<file path="src/rtl/jtag_dmi_bridge.sv">
// JTAG user-chain to DMI bridge: shifts {addr, data, op} from BSCANE2 strobes, issues one
// valid/ready request per Update-DR and reports RISC-V dmi status on the next Capture-DR.
module jtag_dmi_bridge #(
    parameter int ADDR_W  = 7,
    parameter int DATA_W  = 32,
    parameter int TIMEOUT = 1024,
    localparam int DR_W   = ADDR_W + DATA_W + 2
) (
    input  logic              jtag_tck,
    input  logic              jtag_trst_n,
    input  logic              jtag_sel,
    input  logic              jtag_capture,
    input  logic              jtag_shift,
    input  logic              jtag_update,
    input  logic              jtag_tdi,
    output logic              jtag_tdo,
    input  logic              sticky_clr,
    output logic              req_valid,
    input  logic              req_ready,
    output logic [1:0]        req_op,
    output logic [ADDR_W-1:0] req_addr,
    output logic [DATA_W-1:0] req_data,
    input  logic              rsp_valid,
    output logic              rsp_ready,
    input  logic [1:0]        rsp_resp,
    input  logic [DATA_W-1:0] rsp_data,
    output logic              busy
);
    localparam int CNT_W = (TIMEOUT > 0) ? $clog2(TIMEOUT + 1) : 1;
    localparam logic [CNT_W-1:0] CNT_LAST = CNT_W'((TIMEOUT > 0) ? TIMEOUT - 1 : 0);
    localparam logic [CNT_W-1:0] CNT_MAX  = '1;

    localparam logic [1:0] OP_READ    = 2'd1;
    localparam logic [1:0] OP_WRITE   = 2'd2;
    localparam logic [1:0] STS_OK     = 2'd0;
    localparam logic [1:0] STS_FAILED = 2'd2;
    localparam logic [1:0] STS_BUSY   = 2'd3;

    typedef enum logic [1:0] {
        ST_IDLE,
        ST_REQ,
        ST_RSP
    } state_t;

    state_t            state;
    logic [DR_W-1:0]   sr;
    logic [ADDR_W-1:0] last_addr;
    logic [DATA_W-1:0] rsp_data_q;
    logic [1:0]        sticky;
    logic [CNT_W-1:0]  cnt;
    logic [1:0]        capture_status;
    logic              sr_op_valid;

    assign jtag_tdo    = jtag_sel ? sr[0] : jtag_tdi;
    assign sr_op_valid = (sr[1:0] == OP_READ) || (sr[1:0] == OP_WRITE);

    // An outstanding request reads back as busy even before the overrun is recorded.
    always_comb begin
        // NOTE: default assigned first so every path drives the signal and no latch is inferred.
        capture_status = STS_OK;
        if (busy || sticky == STS_BUSY) begin
            capture_status = STS_BUSY;
        end else if (sticky == STS_FAILED) begin
            capture_status = STS_FAILED;
        end
    end

    // NOTE: sequential state uses non-blocking assignments only; for sticky the last
    // assignment in program order wins, so the order is clear < failure < overrun.
    always_ff @(posedge jtag_tck) begin
        if (!jtag_trst_n) begin
            state      <= ST_IDLE;
            sr         <= '0;
            req_valid  <= 1'b0;
            rsp_ready  <= 1'b0;
            busy       <= 1'b0;
            req_op     <= '0;
            req_addr   <= '0;
            req_data   <= '0;
            last_addr  <= '0;
            rsp_data_q <= '0;
            sticky     <= STS_OK;
            cnt        <= '0;
        end else begin
            if (sticky_clr) begin
                sticky <= STS_OK;
            end

            case (state)
                ST_IDLE: begin
                end
                ST_REQ: begin
                    if (req_ready) begin
                        state     <= ST_RSP;
                        req_valid <= 1'b0;
                        rsp_ready <= 1'b1;
                        cnt       <= '0;
                    end
                end
                ST_RSP: begin
                    if (rsp_valid) begin
                        if (req_op == OP_READ) begin
                            rsp_data_q <= rsp_data;
                        end
                        if (rsp_resp != 2'd0) begin
                            sticky <= STS_FAILED;
                        end
                        state     <= ST_IDLE;
                        rsp_ready <= 1'b0;
                        busy      <= 1'b0;
                    end else if ((TIMEOUT != 0) && (cnt == CNT_LAST)) begin
                        sticky    <= STS_FAILED;
                        state     <= ST_IDLE;
                        rsp_ready <= 1'b0;
                        busy      <= 1'b0;
                    end else if (cnt != CNT_MAX) begin
                        cnt <= cnt + CNT_W'(1);
                    end
                end
                default: begin
                    state <= ST_IDLE;
                end
            endcase

            if (jtag_sel) begin
                if (jtag_shift) begin
                    sr <= {jtag_tdi, sr[DR_W-1:1]};
                end else if (jtag_capture) begin
                    sr <= {last_addr, rsp_data_q, capture_status};
                end else if (jtag_update && sr_op_valid) begin
                    if (busy) begin
                        sticky <= STS_BUSY;
                    end else if (sticky == STS_OK) begin
                        req_op    <= sr[1:0];
                        req_data  <= sr[DATA_W+1:2];
                        req_addr  <= sr[DR_W-1:DATA_W+2];
                        last_addr <= sr[DR_W-1:DATA_W+2];
                        req_valid <= 1'b1;
                        busy      <= 1'b1;
                        state     <= ST_REQ;
                    end
                end
            end
        end
    end
endmodule
</file>
<file path="config.mk">
export PLATFORM = sky130hd
export DESIGN_NAME = jtag_dmi_bridge
export DESIGN_NICKNAME = d
export VERILOG_FILES = /design/src/rtl/jtag_dmi_bridge.sv
export SDC_FILE = /design/constraint.sdc
export NUM_CORES = 1
export LEC_CHECK = 0
export BUFFER_PORTS_ARGS = -buffer_cell sky130_fd_sc_hd__buf_2
export CAP_MARGIN = 5
export CELL_PAD_IN_SITES_DETAIL_PLACEMENT = 1
export CELL_PAD_IN_SITES_GLOBAL_PLACEMENT = 1
export CORE_MARGIN = 2
export CORE_UTILIZATION = 46
export CTS_BUF_LIST = sky130_fd_sc_hd__clkbuf_8
export DETAILED_ROUTE_END_ITERATION = 10
export HOLD_SLACK_MARGIN = 0.12
export PLACE_DENSITY = 0.93
export SYNTH_ARGS = -nofsm -noshare
export SYNTH_HDL_FRONTEND = slang
export SYNTH_SLANG_ARGS = --single-unit
</file>
<file path="constraint.sdc">
create_clock -name jtag_tck -period 4.91 [get_ports jtag_tck]
set_input_delay 0 -clock jtag_tck [delete_from_list [all_inputs] [get_ports jtag_tck]]
set_output_delay 0 -clock jtag_tck [all_outputs]
set_load 0.02 [all_outputs]
</file>
# Word-level counts from Yosys, hierarchy flattened
# Cells that the tools add are included.
dict set report totals {
  input_bits 44
  wordCells 93
  register_bits 132
  out_inout_bits 45
}
dict set report op_classes {
  n_mux 51
  bitwise 3
  n_eq_ne 14
  n_addsub 1
  n_reduce_logical 13
}
# cell n
set ops {}
lappend ops {{two-way mux 41 bit} 2}
lappend ops {{two-way mux 11 bit} 4}
lappend ops {{two-way mux 2 bit} 21}
lappend ops {{one-hot mux 11 bit (2 select lines)} 1}
lappend ops {{two-way mux 1 bit} 21}
lappend ops {{adder 11 x 1 -> 11 bit, second input constant} 1}
lappend ops {{== test 11 x 10 -> 1 bit, second input constant} 1}
lappend ops {{!= test 11 bit, second input constant} 1}
lappend ops {{== test 2 bit, second input constant} 4}
lappend ops {{!= test 2 bit, second input constant} 4}
lappend ops {{== test 2 x 1 -> 1 bit, second input constant} 3}
lappend ops {{one-hot mux 2 bit (3 select lines)} 1}
lappend ops {{AND reduction 3 bit} 2}
lappend ops {{AND reduction 6 bit} 1}
lappend ops {{nonzero test 2 bit} 3}
lappend ops {{AND reduction 5 bit} 1}
lappend ops {{zero test 2 bit} 2}
lappend ops {{!= test 3 bit, second input constant} 1}
lappend ops {{NOT 1 bit} 3}
lappend ops {{logical OR 1 bit} 2}
lappend ops {{one-hot mux 1 bit (2 select lines)} 1}
lappend ops {{AND reduction 2 bit} 1}
lappend ops {{logical AND 1 bit} 1}

# Depth between registers and ports, before layout
# Gate-level depths: netlist of the first run.
dict set report logic_depth {
  word_depth 10
  depth_mapped 7
  mapped_depth_nobuf 5
}

# Worst setup path before layout of the first run
# No wires, ideal clock.
dict set report synth_path {
  kind {reg2reg}
  start {register cnt[0]}
  end {register cnt[7]}
  period_less_slack_ps 1539
  path_slack_ps 3371
  stages_incl_launch_ff 7
  n_path_buf 1
  setup_ps 71
  t_arrival_ps 1468
  required_time_ps 4839
  cell_sequence {dfxtp_1 -> ha_1 -> nand3_1 -> nor4_1 -> buf_2 -> or4_1 -> a21oi_1}
}
dict set report synth_between {
  elab_chain_cells 5
  elab_cells_between_ends 10
  cone_classes {1 x add/sub; 4 x eq/ne; 4 x mux; 1 x reduce/logical}
}
# item line_no
set synth_lines {}
lappend synth_lines {{from (decl)} 50} ;# logic [CNT_W-1:0] cnt;
lappend synth_lines {{from (signal assigned)} 117} ;# cnt <= cnt + CNT_W'(1);
lappend synth_lines {{adder 11 x 1 -> 11 bit} 117}
lappend synth_lines {{two-way mux 11 bit} 116} ;# end else if (cnt != CNT_MAX) begin
lappend synth_lines {{two-way mux 11 bit} 111} ;# end else if ((TIMEOUT != 0) && (cnt == CNT_LAST)) begin
lappend synth_lines {{two-way mux 11 bit} 101} ;# if (rsp_valid) begin
lappend synth_lines {{one-hot mux 11 bit (2 select lines)} 89} ;# case (state)
# Several ways; a longest one is shown, not always the timed one. The select of a mux whose other input is x is not followed.
# A chain may end at the register's enable or synchronous reset.

# Worst setup path after layout of the first run
dict set report layout_path {
  start {register cnt[0]}
  end {register sticky[0]}
}
dict set report layout_between {
  elab_chain_cells 9
}
# item line_no
set layout_lines {}
lappend layout_lines {{== test 11 x 10 -> 1 bit (*)} 111}
lappend layout_lines {{two-way mux 2 bit (*)} 111}
lappend layout_lines {{two-way mux 2 bit (*)} 101}
lappend layout_lines {{two-way mux 2 bit (*)} 89}
lappend layout_lines {{two-way mux 2 bit} 131} ;# if (busy) begin
lappend layout_lines {{two-way mux 2 bit} 130} ;# end else if (jtag_update && sr_op_valid) begin
lappend layout_lines {{two-way mux 2 bit} 128} ;# end else if (jtag_capture) begin
lappend layout_lines {{two-way mux 2 bit} 126} ;# if (jtag_shift) begin
lappend layout_lines {{two-way mux 2 bit (*)} 125} ;# if (jtag_sel) begin
lappend layout_lines {{to (signal assigned)} 106} ;# sticky <= STS_FAILED;
lappend layout_lines {{to (signal assigned)} 112} ;# sticky <= STS_FAILED;
lappend layout_lines {{to (signal assigned)} 132} ;# sticky <= STS_BUSY;
lappend layout_lines {{to (decl)} 49} ;# logic [1:0] sticky;
# Every way passes the cells marked *; elsewhere a longest branch is shown, timed or not.

==> results of run 1 <==
what timing repair did:
action,CTS,global route
endpoints found under the hold margin,50,0
gates resized for setup,0,0
setup buffers,0,0
hold buffers,41,0
tightest hold or removal path: stages:
cell and delay [ns]:
sky130_fd_sc_hd__dlygate4sd3_1 0.53, sky130_fd_sc_hd__buf_2 0.12, sky130_fd_sc_hd__nand2_1 0.04, sky130_fd_sc_hd__a21oi_1 0.05
metal layers:
layer	vias to the layer above	GRT usage (%)	wire (um)
met2	106	49.9	8780
met1	2412	29.9	6600
met4	0	12.6	501
met5	-	0	0
li1	2342	-	-
met3	28	5.58	514
stage by stage:
stage,instance area (um^2),cells,util [%]
global route,6570,881,59.8
floorplan,5240,618,-
global placement,5730,808,52.2
detailed placement,5730,808,52.2
CTS,6570,881,59.8
finish,6570,881,59.8
flip-flops by register name, indices dropped and copies added (netlist names):
signal,count
busy,1
cnt,11
last_addr,7
req_data,32
req_op,2
req_valid,1
rsp_data_q,32
rsp_ready,1
sr,41
state,2
sticky,2
logic make-up (layout without fill, tap and decap cells):
group | Yosys count | count (layout) | synth area share, %
compound gates | 154 | 154 | 17.3
buf+inv | 51 | 174 | 4.03
mux | 42 | 42 | 8.04
xor+xnor | 1 | 1 | 0.167
flops | 132 | 132 | 50.4
fa+ha+maj | 1 | 1 | 0.239
simple gates | 237 | 237 | 19.9
cell type report:
type | instances | area [um^2] | area share, %
clock inverters | 13 | 160 | 2.44
well taps | 140 | 175 | 2.67
multi-input cells | 435 | 2400 | 36.6
repair buffers | 135 | 896 | 13.6
clock buffers | 19 | 262 | 3.98
inverters | 7 | 27.5 | 0.419
flip-flops and latches | 132 | 2640 | 40.3
cells in the mapped netlist (2+ instances only):
| cell type | number |
|---|---|
| sky130_fd_sc_hd__or3_1 | 3 |
| sky130_fd_sc_hd__inv_1 | 7 |
| sky130_fd_sc_hd__nand4b_1 | 2 |
| sky130_fd_sc_hd__nor4_1 | 2 |
| sky130_fd_sc_hd__o21ai_0 | 10 |
| sky130_fd_sc_hd__mux2i_1 | 41 |
| sky130_fd_sc_hd__and3_1 | 3 |
| sky130_fd_sc_hd__buf_2 | 16 |
| sky130_fd_sc_hd__nand3_1 | 5 |
| sky130_fd_sc_hd__or4_1 | 7 |
| sky130_fd_sc_hd__nand2_1 | 154 |
| sky130_fd_sc_hd__dfxtp_1 | 132 |
| sky130_fd_sc_hd__o31ai_1 | 7 |
| sky130_fd_sc_hd__clkbuf_1 | 27 |
| sky130_fd_sc_hd__nand3b_1 | 2 |
| sky130_fd_sc_hd__a211oi_1 | 41 |
| sky130_fd_sc_hd__nor2_1 | 46 |
| sky130_fd_sc_hd__a21oi_1 | 91 |
power groups by stage:
stage                     clock (uW)  sequential, uW  combinational (uW)
after CTS                        971            1110                 137
after detailed placement           0            1130                 111
after global routing            1040            1110                 153
final                            984            1110                 140
after global placement             0            1130                 104
after floorplan                    0            1130                75.7
final timing paths:
kind	from	to	slack (ns)
max	cnt[0]	sticky[0]	2.55
min	rsp_data[10]	rsp_data_q[10]	0.32
max reg2reg	cnt[0]	sticky[0]	2.55
min reg2reg	req_data[4]	req_data[4]	0.46
==> impl_metrics.xml, run 1 <==
<?xml version="1.0" encoding="UTF-8"?>
<metrics>
  <group name="detailed_routing">
    <metric name="wl_per_cell" unit="um">18.6</metric>
    <metric name="drt_drc_violations_left" unit="">0</metric>
    <metric name="route.detailed.vias_per_inst" unit="">5.55</metric>
    <metric name="vias" unit="">4888</metric>
    <metric name="detail_route.wirelength" unit="mm">16.4</metric>
    <metric name="antenna_violating_nets_post_route" unit="">0</metric>
    <metric name="drt_pre_antenna_iters" unit="">5</metric>
    <metric name="first_iter_violations" unit="">280</metric>
  </group>
  <group name="power_and_ir_drop">
    <metric name="power_density" unit="nW/um^2">341</metric>
    <metric name="power.leakage" unit="uW">0.00253</metric>
    <metric name="sequentialPowerShare" unit="%">49.7</metric>
    <metric name="worst_ir_drop_vdd" unit="V">0.000250</metric>
    <metric name="power.total" unit="uW">2240</metric>
    <metric name="p_int" unit="uW">1680</metric>
    <metric name="share_comb_of_total_power" unit="%">6.3</metric>
    <metric name="power.clock.fraction" unit="%">44.0</metric>
    <metric name="power.switching_fraction" unit="%">24.7</metric>
    <metric name="switchingPower" unit="uW">553</metric>
  </group>
  <group name="sta">
    <metric name="layout_setup_ws" unit="ns">2.55</metric>
    <metric name="fin_setup_tns" unit="ns">0</metric>
    <metric name="setup_viol_count_final" unit="">0</metric>
    <metric name="timing.slew.headroom" unit="%">18.1</metric>
    <metric name="period_share" unit="%">48.1</metric>
    <metric name="final_max_slew_viol_count" unit="">0</metric>
    <metric name="grt_setup_unrepaired" unit="">no</metric>
    <metric name="timing.fmax" unit="MHz">424</metric>
    <metric name="worst_pin_slew" unit="ns">1.23</metric>
    <metric name="layout_min_cycle_time" unit="ns">2.36</metric>
    <metric name="whs" unit="ns">0.324</metric>
    <metric name="final.setup_skew" unit="ns">0.0212</metric>
    <metric name="finalHoldViolations" unit="">0</metric>
  </group>
  <group name="cells_and_area">
    <metric name="area_growth" unit="%">25.2</metric>
    <metric name="antenna_cells" unit="">0</metric>
    <metric name="layout.cells.most_common" unit="">sky130_fd_sc_hd__nand2_1</metric>
    <metric name="most-common-layout-cells" unit="">sky130_fd_sc_hd__nand2_1 (154), sky130_fd_sc_hd__dfxtp_1 (132), sky130_fd_sc_hd__a21oi_1 (91)</metric>
    <metric name="num-nets-final" unit="">773</metric>
    <metric name="fillCellCount" unit="">1313</metric>
    <metric name="share_of_final_layout_standard_cells_stronger_than_drive_strength_1" unit="%">18.2</metric>
  </group>
  <group name="placement">
    <metric name="placement.io_buffers" unit="">88</metric>
    <metric name="post-dp-hpwl" unit="mm">8.92</metric>
    <metric name="gp_routability_congestion" unit="">0.810</metric>
    <metric name="dpl_worst_slack" unit="ns">2.64</metric>
  </group>
  <group name="clock_network">
    <metric name="clock_sink_count" unit="">132</metric>
    <metric name="tritoncts" unit="">yes</metric>
    <metric name="cts-buffers-inserted" unit="">17</metric>
    <metric name="clock_root_buffer" unit="">sky130_fd_sc_hd__clkbuf_8</metric>
    <metric name="cts_htree_levels" unit="">4</metric>
    <metric name="path_clk_slew" unit="ns">0.09</metric>
    <metric name="cts.path.max_buffers" unit="">2</metric>
    <metric name="worst_skew_pair.late_latency" unit="ns">0.46</metric>
  </group>
  <group name="die">
    <metric name="initial_core_utilization" unit="%">47.7</metric>
    <metric name="area_of_the_core" unit="um^2">11000</metric>
    <metric name="die_width" unit="um">111</metric>
    <metric name="floorplan.io_pins" unit="">89</metric>
    <metric name="floorplan.rows" unit="">38</metric>
    <metric name="dieArea" unit="um^2">12300</metric>
    <metric name="fp.dieH" unit="um">111</metric>
  </group>
  <group name="synthesis">
    <metric name="postSynthCellCount" unit="">618</metric>
    <metric name="synth-warning-count" unit="">0</metric>
    <metric name="netlist.area_leader.share" unit="%">50.4</metric>
    <metric name="ys.flop_type" unit="">sky130_fd_sc_hd__dfxtp_1</metric>
    <metric name="synthesis.area_per_instance" unit="um^2">8.49</metric>
    <metric name="postSynth.asyncResetShare" unit="%">0</metric>
    <metric name="synth-seq-area-share" unit="%">50.4</metric>
    <metric name="synth_fp_nets" unit="">663</metric>
    <metric name="syn_area" unit="um^2">5240</metric>
    <metric name="synth_enable_flop_cells" unit="">0</metric>
    <metric name="yosysTopAreaCell" unit="">sky130_fd_sc_hd__dfxtp_1</metric>
    <metric name="yosys-top-cells-area" unit="">sky130_fd_sc_hd__dfxtp_1 (50%), sky130_fd_sc_hd__nand2_1 (11%), sky130_fd_sc_hd__a21oi_1 (8.7%), sky130_fd_sc_hd__mux2i_1 (7.8%), sky130_fd_sc_hd__a211oi_1 (5.9%)</metric>
    <metric name="synthDistinctLibCells" unit="">40</metric>
    <metric name="post_synthesis_sequential_element_count" unit="">132</metric>
  </group>
  <group name="grt">
    <metric name="grt_max_degree" unit="">84</metric>
    <metric name="global_route_wire_length_before_repair" unit="mm">26.7</metric>
    <metric name="grt_pass1_vias" unit="">5341</metric>
    <metric name="grt_antenna_before_repair" unit="">0</metric>
    <metric name="global_route.overflow_total" unit="">0</metric>
    <metric name="grt_usage" unit="%">27.2</metric>
  </group>
  <group name="setup_path">
    <metric name="cp_slowest_cell" unit="">sky130_fd_sc_hd__nor4_1</metric>
    <metric name="ordered_cell_list_for_the_critical_path" unit="">ha_1 &gt; nand3_1 &gt; nor4_1 &gt; or3_1 &gt; dlygate4sd3_1 &gt; a21oi_1</metric>
    <metric name="crit_buf_inv" unit="">1</metric>
    <metric name="cp.required" unit="ns">5.22</metric>
    <metric name="worst_case_reg_to_reg_path_depth" unit="">6</metric>
    <metric name="crit_path_max_incr_delay" unit="ns">0.59</metric>
    <metric name="worst_path_dominant_cell_family" unit="">simple AND/OR/NAND/NOR gates</metric>
    <metric name="worst_setup_path_end_kind" unit="">register</metric>
    <metric name="critPathKind" unit="">reg2reg</metric>
    <metric name="worst-endpoint-arrival" unit="ns">2.67</metric>
    <metric name="stages_on_worst_setup_path" unit="">6</metric>
    <metric name="crit_path_max_fanout" unit="">9</metric>
    <metric name="critical_path_launch_point_type" unit="">register</metric>
  </group>
  <group name="worst_hold_path">
    <metric name="min_path_type" unit="">in2reg</metric>
    <metric name="whs_path_depth" unit="">4</metric>
  </group>
  <group name="run_status">
    <metric name="outcome" unit="">finished clean</metric>
  </group>
  <group name="flow_run">
    <metric name="drv_cap" unit="">0</metric>
  </group>
</metrics>
No activity file was read; power rests on OpenSTA's default activity.
==> run 2: changes to the inputs <==
Settings changed: CORE_UTILIZATION 46 to 43, PLACE_DENSITY 0.93 to 0.88.
Clock period 4.91 ns to 2.4 ns, I/O delays scaled along.
==> run 2 against run 1 <==
Power increased by 110%. Clock skew decreased by 0.014 ns. Clock-buffer cell count is 1 higher. Clock power rose by 110%. Largest power group unchanged. Wire length decreased by 0.38%. Hold slack got worse by 0.043 ns. Critical path depth fell by 1. Core utilization is 4.0 points lower. Fmax increased by 7.5%. First-iteration DRC count decreased by 14%. Non-clock buffer count up 6. Register-to-register slack got worse by 2.3 ns.
==> impl_metrics.xml, run 2 (same netlist as run 1, synthesis figures left out) <==
<?xml version="1.0" encoding="UTF-8"?>
<metrics>
  <group name="detailed_routing">
    <metric name="vias" unit="">4904</metric>
    <metric name="wl_per_cell" unit="um">18.3</metric>
    <metric name="drt_drc_violations_left" unit="">0</metric>
    <metric name="first_iter_violations" unit="">240</metric>
    <metric name="antenna_violating_nets_post_route" unit="">0</metric>
    <metric name="drt_pre_antenna_iters" unit="">6</metric>
    <metric name="route.detailed.vias_per_inst" unit="">5.49</metric>
    <metric name="detail_route.wirelength" unit="mm">16.3</metric>
  </group>
  <group name="die">
    <metric name="floorplan.io_pins" unit="">89</metric>
    <metric name="dieArea" unit="um^2">13100</metric>
    <metric name="die_width" unit="um">114</metric>
    <metric name="fp.dieH" unit="um">114</metric>
    <metric name="area_of_the_core" unit="um^2">12000</metric>
    <metric name="floorplan.rows" unit="">40</metric>
    <metric name="initial_core_utilization" unit="%">43.8</metric>
  </group>
  <group name="cells_and_area">
    <metric name="area_growth" unit="%">27.2</metric>
    <metric name="fillCellCount" unit="">1433</metric>
    <metric name="share_of_final_layout_standard_cells_stronger_than_drive_strength_1" unit="%">18.8</metric>
    <metric name="layout.area.seq" unit="um^2">2640</metric>
    <metric name="registers.top_by_ff_count" unit="">sr</metric>
    <metric name="num-nets-final" unit="">779</metric>
    <metric name="most-common-layout-cells" unit="">sky130_fd_sc_hd__nand2_1 (154), sky130_fd_sc_hd__dfxtp_1 (132), sky130_fd_sc_hd__a21oi_1 (91)</metric>
    <metric name="layout.cells.most_common" unit="">sky130_fd_sc_hd__nand2_1</metric>
    <metric name="largest_reg_flops" unit="">41</metric>
    <metric name="multi_input_area" unit="um^2">2410</metric>
    <metric name="largest_registers" unit="">sr (41), req_data (32), rsp_data_q (32)</metric>
  </group>
  <group name="power_and_ir_drop">
    <metric name="switchingPower" unit="uW">1060</metric>
    <metric name="sequentialPowerShare" unit="%">49.2</metric>
    <metric name="power_density" unit="nW/um^2">693</metric>
    <metric name="power.leakage" unit="uW">0.00260</metric>
    <metric name="power.total" unit="uW">4630</metric>
    <metric name="power.switching_fraction" unit="%">22.8</metric>
    <metric name="worst_ir_drop_vdd" unit="V">0.000358</metric>
    <metric name="share_comb_of_total_power" unit="%">6.3</metric>
    <metric name="p_int" unit="uW">3570</metric>
    <metric name="power.clock.fraction" unit="%">44.5</metric>
  </group>
  <group name="setup_path">
    <metric name="critPathKind" unit="">reg2reg</metric>
    <metric name="cp_slowest_cell" unit="">sky130_fd_sc_hd__dlygate4sd3_1</metric>
    <metric name="crit_buf_inv" unit="">1</metric>
    <metric name="worst_path_dominant_cell_family" unit="">buffers and inverters</metric>
    <metric name="cp.required" unit="ns">2.74</metric>
    <metric name="crit_path_max_fanout" unit="">9</metric>
    <metric name="worst_setup_path_end_kind" unit="">register</metric>
    <metric name="crit_path_max_incr_delay" unit="ns">0.59</metric>
    <metric name="critical_path_launch_point_type" unit="">register</metric>
    <metric name="worst-endpoint-arrival" unit="ns">2.54</metric>
    <metric name="ordered_cell_list_for_the_critical_path" unit="">ha_1 &gt; nand3_1 &gt; o31ai_2 &gt; a31oi_1 &gt; dlygate4sd3_1</metric>
  </group>
  <group name="clock_network">
    <metric name="tritoncts" unit="">yes</metric>
    <metric name="cts_htree_levels" unit="">4</metric>
    <metric name="postCtsSetupBuffers" unit="">0</metric>
    <metric name="clock_sink_count" unit="">132</metric>
    <metric name="clock_root_buffer" unit="">sky130_fd_sc_hd__clkbuf_8</metric>
    <metric name="path_clk_slew" unit="ns">0.07</metric>
    <metric name="cts.path.max_buffers" unit="">2</metric>
    <metric name="worst_skew_pair.late_latency" unit="ns">0.45</metric>
    <metric name="cts-buffers-inserted" unit="">17</metric>
  </group>
  <group name="placement">
    <metric name="post-dp-hpwl" unit="mm">9.09</metric>
    <metric name="gp_routability_congestion" unit="">0.797</metric>
    <metric name="placement.io_buffers" unit="">88</metric>
  </group>
  <group name="grt">
    <metric name="global_route_wire_length_before_repair" unit="mm">26.1</metric>
    <metric name="grt_util_met3" unit="%">5.66</metric>
    <metric name="global_route.overflow_total" unit="">0</metric>
    <metric name="grt_max_degree" unit="">65</metric>
    <metric name="global_route_met2_utilization" unit="%">45.0</metric>
    <metric name="grt_pass1_vias" unit="">5170</metric>
    <metric name="global_route.usage.met1" unit="%">29.4</metric>
    <metric name="busiest_layer" unit="">met2</metric>
    <metric name="grt_usage" unit="%">25.5</metric>
    <metric name="grt_antenna_before_repair" unit="">1</metric>
  </group>
  <group name="sta">
    <metric name="setup_viol_count_final" unit="">0</metric>
    <metric name="final.setup_skew" unit="ns">0.00694</metric>
    <metric name="final_max_slew_viol_count" unit="">0</metric>
    <metric name="timing.fmax" unit="MHz">456</metric>
    <metric name="finalHoldViolations" unit="">0</metric>
    <metric name="fin_setup_tns" unit="ns">0</metric>
    <metric name="period_share" unit="%">91.5</metric>
    <metric name="grt_setup_unrepaired" unit="">no</metric>
    <metric name="worst_pin_slew" unit="ns">0.743</metric>
    <metric name="layout_min_cycle_time" unit="ns">2.19</metric>
    <metric name="timing.slew.headroom" unit="%">50.5</metric>
  </group>
  <group name="flow_run">
    <metric name="drv_cap" unit="">0</metric>
  </group>
  <group name="worst_hold_path">
    <metric name="min_path_type" unit="">in2reg</metric>
  </group>
  <group name="run_status">
    <metric name="outcome" unit="">finished clean</metric>
  </group>
</metrics>
## run 2: changes by cell type in the layout (fill, tap and decap cells not counted), sizes merged, moves of 2 or more
cell         delta
buf             +4
clkinv          +2
clkinvlp        -5
dlygate4sd3     +2
## run 2: through the flow
stage | util (%) | worst slack (ns) | instance area, um^2 | hold slack, ns | instances
floorplan | - | 0.861 | 5240 | 0.136 | 618
global placement | 48.5 | 0.800 | 5800 | 0.245 | 819
detailed placement | 48.5 | 0.677 | 5800 | 0.249 | 819
CTS | 55.7 | 0.147 | 6660 | 0.237 | 893
global route | 55.8 | 0.0896 | 6670 | 0.281 | 894
finish | 55.8 | 0.205 | 6670 | 0.280 | 894
## run 2: area by class of cell
type	instances	share of cell area (%)
sequential	132	39.6
multi-input combinational	435	36.1
timing repair buffer	141	14.6
clock buffer	20	4.13
tap	147	2.76
clock inverter	11	2.38
inverter	7	0.413
antenna	1	0.0375
## run 2: power groups by stage
| stage | Sequential, uW | Clock (uW) | Combinational [uW] |
|---|---|---|---|
| after global routing | 2280 | 2180 | 319 |
| after CTS | 2270 | 2090 | 286 |
| final | 2280 | 2060 | 293 |
| after detailed placement | 2320 | 0 | 235 |
| after floorplan | 2310 | 0 | 155 |
| after global placement | 2320 | 0 | 223 |
## run 2: metal layers
| metal | part of all wire [%] | vias up |
|---|---|---|
| met3 | 3.3 | 34 |
| met1 | 42 | 2402 |
| met4 | 2.5 | 0 |
| li1 | - | 2361 |
| met2 | 52 | 107 |
| met5 | 0 | - |
## run 2: repair_timing
action                                 in CTS  in global routing
setup endpoints to repair                   0                  1
gates resized for setup                     0                  1
endpoints found under the hold margin      64                  0
hold buffers                               43                  0
## run 2: tightest hold or removal path: stages
cell and delay (ns):
sky130_fd_sc_hd__buf_2 0.12, sky130_fd_sc_hd__o21a_2 0.33, sky130_fd_sc_hd__nor2_1 0.17, sky130_fd_sc_hd__a211oi_1 0.06
## run 2: worst paths after layout
kind                      end   startpoint  cells after the start  slack [ns]
hold reg to reg   req_data[4]  req_data[4]                      2        0.46
setup reg to reg         busy       cnt[0]                      5        0.21
setup / recovery         busy       cnt[0]                      5        0.21
hold / removal         sr[10]     jtag_sel                      4        0.28
==> run 3: changes to the inputs <==
==> constraint.sdc (replaced) <==
create_clock -name jtag_tck -period 2.4 [get_ports jtag_tck]
set_input_delay 0.12 -clock jtag_tck [delete_from_list [all_inputs] [get_ports jtag_tck]]
set_output_delay 0.12 -clock jtag_tck [all_outputs]
set_load 0.02 [all_outputs]
==> run 3 against run 2 <==
Hold slack got worse by 0.089 ns. Final cell count decreased by 0.56%. Power shrank 11%. Critical endpoint is now cnt[3]. Register-to-register slack improved by 0.46 ns. Largest power group unchanged. Die area unchanged.
==> impl_metrics.xml, run 3 (same netlist as run 1, synthesis figures left out) <==
<?xml version="1.0" encoding="UTF-8"?>
<metrics>
  <group name="run_status">
    <metric name="outcome" unit="">finished clean</metric>
  </group>
  <group name="detailed_routing">
    <metric name="route.detailed.vias_per_inst" unit="">5.40</metric>
    <metric name="vias" unit="">4798</metric>
    <metric name="drt_pre_antenna_iters" unit="">4</metric>
    <metric name="drt_drc_violations_left" unit="">0</metric>
    <metric name="antenna_violating_nets_post_route" unit="">0</metric>
    <metric name="wl_per_cell" unit="um">16.2</metric>
    <metric name="detail_route.wirelength" unit="mm">14.4</metric>
    <metric name="first_iter_violations" unit="">223</metric>
  </group>
  <group name="worst_hold_path">
    <metric name="min_path_type" unit="">in2reg</metric>
  </group>
  <group name="sta">
    <metric name="worst_pin_slew" unit="ns">0.711</metric>
    <metric name="final.setup_skew" unit="ns">0.0131</metric>
    <metric name="grt_setup_unrepaired" unit="">no</metric>
    <metric name="final_max_slew_viol_count" unit="">0</metric>
    <metric name="timing.slew.headroom" unit="%">52.6</metric>
    <metric name="setup_viol_count_final" unit="">0</metric>
    <metric name="period_share" unit="%">72.4</metric>
    <metric name="fin_setup_tns" unit="ns">0</metric>
    <metric name="finalHoldViolations" unit="">0</metric>
    <metric name="timing.fmax" unit="MHz">575</metric>
    <metric name="whs" unit="ns">0.191</metric>
    <metric name="layout_min_cycle_time" unit="ns">1.74</metric>
  </group>
  <group name="setup_path">
    <metric name="cp.required" unit="ns">2.74</metric>
    <metric name="crit_path_max_fanout" unit="">12</metric>
    <metric name="ordered_cell_list_for_the_critical_path" unit="">ha_1 &gt; nand3_1 &gt; nor4_1 &gt; buf_4 &gt; or4_1 &gt; a21oi_1</metric>
    <metric name="worst-endpoint-arrival" unit="ns">2.08</metric>
    <metric name="cp_slowest_cell" unit="">sky130_fd_sc_hd__or4_1</metric>
    <metric name="critPathKind" unit="">reg2reg</metric>
    <metric name="crit_buf_inv" unit="">1</metric>
    <metric name="crit_path_max_incr_delay" unit="ns">0.42</metric>
    <metric name="worst_setup_path_end_kind" unit="">register</metric>
    <metric name="critical_path_launch_point_type" unit="">register</metric>
    <metric name="worst_path_dominant_cell_family" unit="">simple AND/OR/NAND/NOR gates</metric>
  </group>
  <group name="clock_network">
    <metric name="post_cts_resized" unit="">0</metric>
    <metric name="path_clk_slew" unit="ns">0.06</metric>
    <metric name="tritoncts" unit="">yes</metric>
    <metric name="cts-buffers-inserted" unit="">17</metric>
    <metric name="clock_sink_count" unit="">132</metric>
    <metric name="worst_skew_pair.late_latency" unit="ns">0.42</metric>
    <metric name="postCtsSetupBuffers" unit="">0</metric>
    <metric name="cts.path.max_buffers" unit="">2</metric>
    <metric name="cts_htree_levels" unit="">4</metric>
    <metric name="clock_root_buffer" unit="">sky130_fd_sc_hd__clkbuf_8</metric>
  </group>
  <group name="cells_and_area">
    <metric name="largest_reg_flops" unit="">41</metric>
    <metric name="multi_input_area" unit="um^2">2400</metric>
    <metric name="layout.cells.most_common" unit="">sky130_fd_sc_hd__nand2_1</metric>
    <metric name="num-nets-final" unit="">773</metric>
    <metric name="share_of_final_layout_standard_cells_stronger_than_drive_strength_1" unit="%">18.6</metric>
    <metric name="layout.area.seq" unit="um^2">2640</metric>
    <metric name="finish.utilization" unit="%">54.5</metric>
    <metric name="area_growth" unit="%">24.3</metric>
    <metric name="stdcell_area" unit="um^2">6520</metric>
    <metric name="registers.top_by_ff_count" unit="">sr</metric>
    <metric name="most-common-layout-cells" unit="">sky130_fd_sc_hd__nand2_1 (154), sky130_fd_sc_hd__dfxtp_1 (132), sky130_fd_sc_hd__a21oi_1 (91)</metric>
    <metric name="fillCellCount" unit="">1432</metric>
    <metric name="largest_registers" unit="">sr (41), req_data (32), rsp_data_q (32)</metric>
  </group>
  <group name="grt">
    <metric name="grt_usage" unit="%">23.0</metric>
    <metric name="global_route.usage.met1" unit="%">26.8</metric>
    <metric name="busiest_layer" unit="">met2</metric>
    <metric name="global_route_met2_utilization" unit="%">41.3</metric>
    <metric name="grt_util_met3" unit="%">5.08</metric>
    <metric name="grt_max_degree" unit="">51</metric>
    <metric name="grt_pass1_vias" unit="">5003</metric>
    <metric name="global_route.overflow_total" unit="">0</metric>
    <metric name="grt_antenna_before_repair" unit="">1</metric>
    <metric name="global_route_wire_length_before_repair" unit="mm">24.0</metric>
  </group>
  <group name="placement">
    <metric name="post-dp-hpwl" unit="mm">8.79</metric>
    <metric name="dpl-instance-area" unit="um^2">5810</metric>
    <metric name="gp_routability_congestion" unit="">0.768</metric>
    <metric name="placement.io_buffers" unit="">88</metric>
  </group>
  <group name="die">
    <metric name="initial_core_utilization" unit="%">43.8</metric>
    <metric name="floorplan.rows" unit="">40</metric>
    <metric name="floorplan.io_pins" unit="">89</metric>
    <metric name="fp.dieH" unit="um">114</metric>
    <metric name="die_width" unit="um">114</metric>
    <metric name="area_of_the_core" unit="um^2">12000</metric>
    <metric name="dieArea" unit="um^2">13100</metric>
  </group>
  <group name="flow_run">
    <metric name="drv_cap" unit="">0</metric>
  </group>
  <group name="power_and_ir_drop">
    <metric name="power_density" unit="nW/um^2">635</metric>
    <metric name="worst_ir_drop_vdd" unit="V">0.000315</metric>
    <metric name="power.leakage" unit="uW">0.00253</metric>
  </group>
</metrics>
## run 3: cell types whose count changed in the layout (fill, tap and decap cells not counted), sizes merged
cell         change
bufinv           -4
clkbuf           -1
clkinv           +2
clkinvlp         +2
dlygate4sd3      -6
inv              +2
## run 3: what timing repair did
action,4_1_cts,5_1_grt
endpoints found under the setup margin,0,0
endpoints found under the hold margin,40,0
hold buffers,37,0
## run 3: power breakdown
group | switching [uW] | total, uW | internal (uW) | leakage (uW)
Clock | 835 | 1580 | 744 | 0.000182
Sequential | 36.8 | 2270 | 2230 | 0.00107
Combinational | 150 | 287 | 137 | 0.00128
Total | 1020 | 4140 | 3120 | 0.00253
## run 3: worst register-to-register path: cells and delay by family, from the launching register on
kind	cells	cell delay (ns)
buffers and inverters	1	0.18
flip-flops	1	0.34
AND/OR/NAND/NOR	3	0.75
AO/OA/AOI/OAI	1	0.16
adder cells (fa/ha/maj)	1	0.23
## run 3: worst paths after layout
| check | startpoint | endpoint | slack [ns] | depth (start not counted) |
|---|---|---|---|---|
| setup / recovery | cnt[0] | cnt[3] | 0.66 | 6 |
| hold / removal | rsp_resp[0] | sticky[0] | 0.19 | 5 |
| setup reg to reg | cnt[0] | cnt[3] | 0.66 | 6 |
| hold reg to reg | req_data[27] | req_data[27] | 0.45 | 2 |
## run 3: area by class of cell
| cell class | instances | area share [%] |
|---|---|---|
| Clock inverter | 13 | 1.09 |
| Sequential cell | 132 | 40.6 |
| Antenna cell | 1 | 0.0384 |
| Tap cell | 147 | 2.82 |
| Multi-Input combinational cell | 435 | 36.9 |
| Clock buffer | 19 | 4.01 |
| Inverter | 7 | 0.422 |
| Timing Repair Buffer | 135 | 14.2 |
## run 3: per-stage QoR
| stage | std cells | total power [uW] | setup WS [ns] |
|---|---|---|---|
| final | 889 | 4140 | 0.661 |
| after global routing | 889 | 4310 | 0.508 |
| after CTS | 888 | 4170 | 0.657 |
| after detailed placement | 819 | 2560 | 0.677 |
| after global placement | 819 | 2540 | 0.786 |
| after floorplan | 618 | 2460 | 0.861 |
## run 3: routing by layer
layer / routed length, um / up-vias
li1: - / 2356
met1: 6090 / 2314
met2: 7520 / 105
met3: 534 / 23
met4: 289 / 0
met5: 0 / -
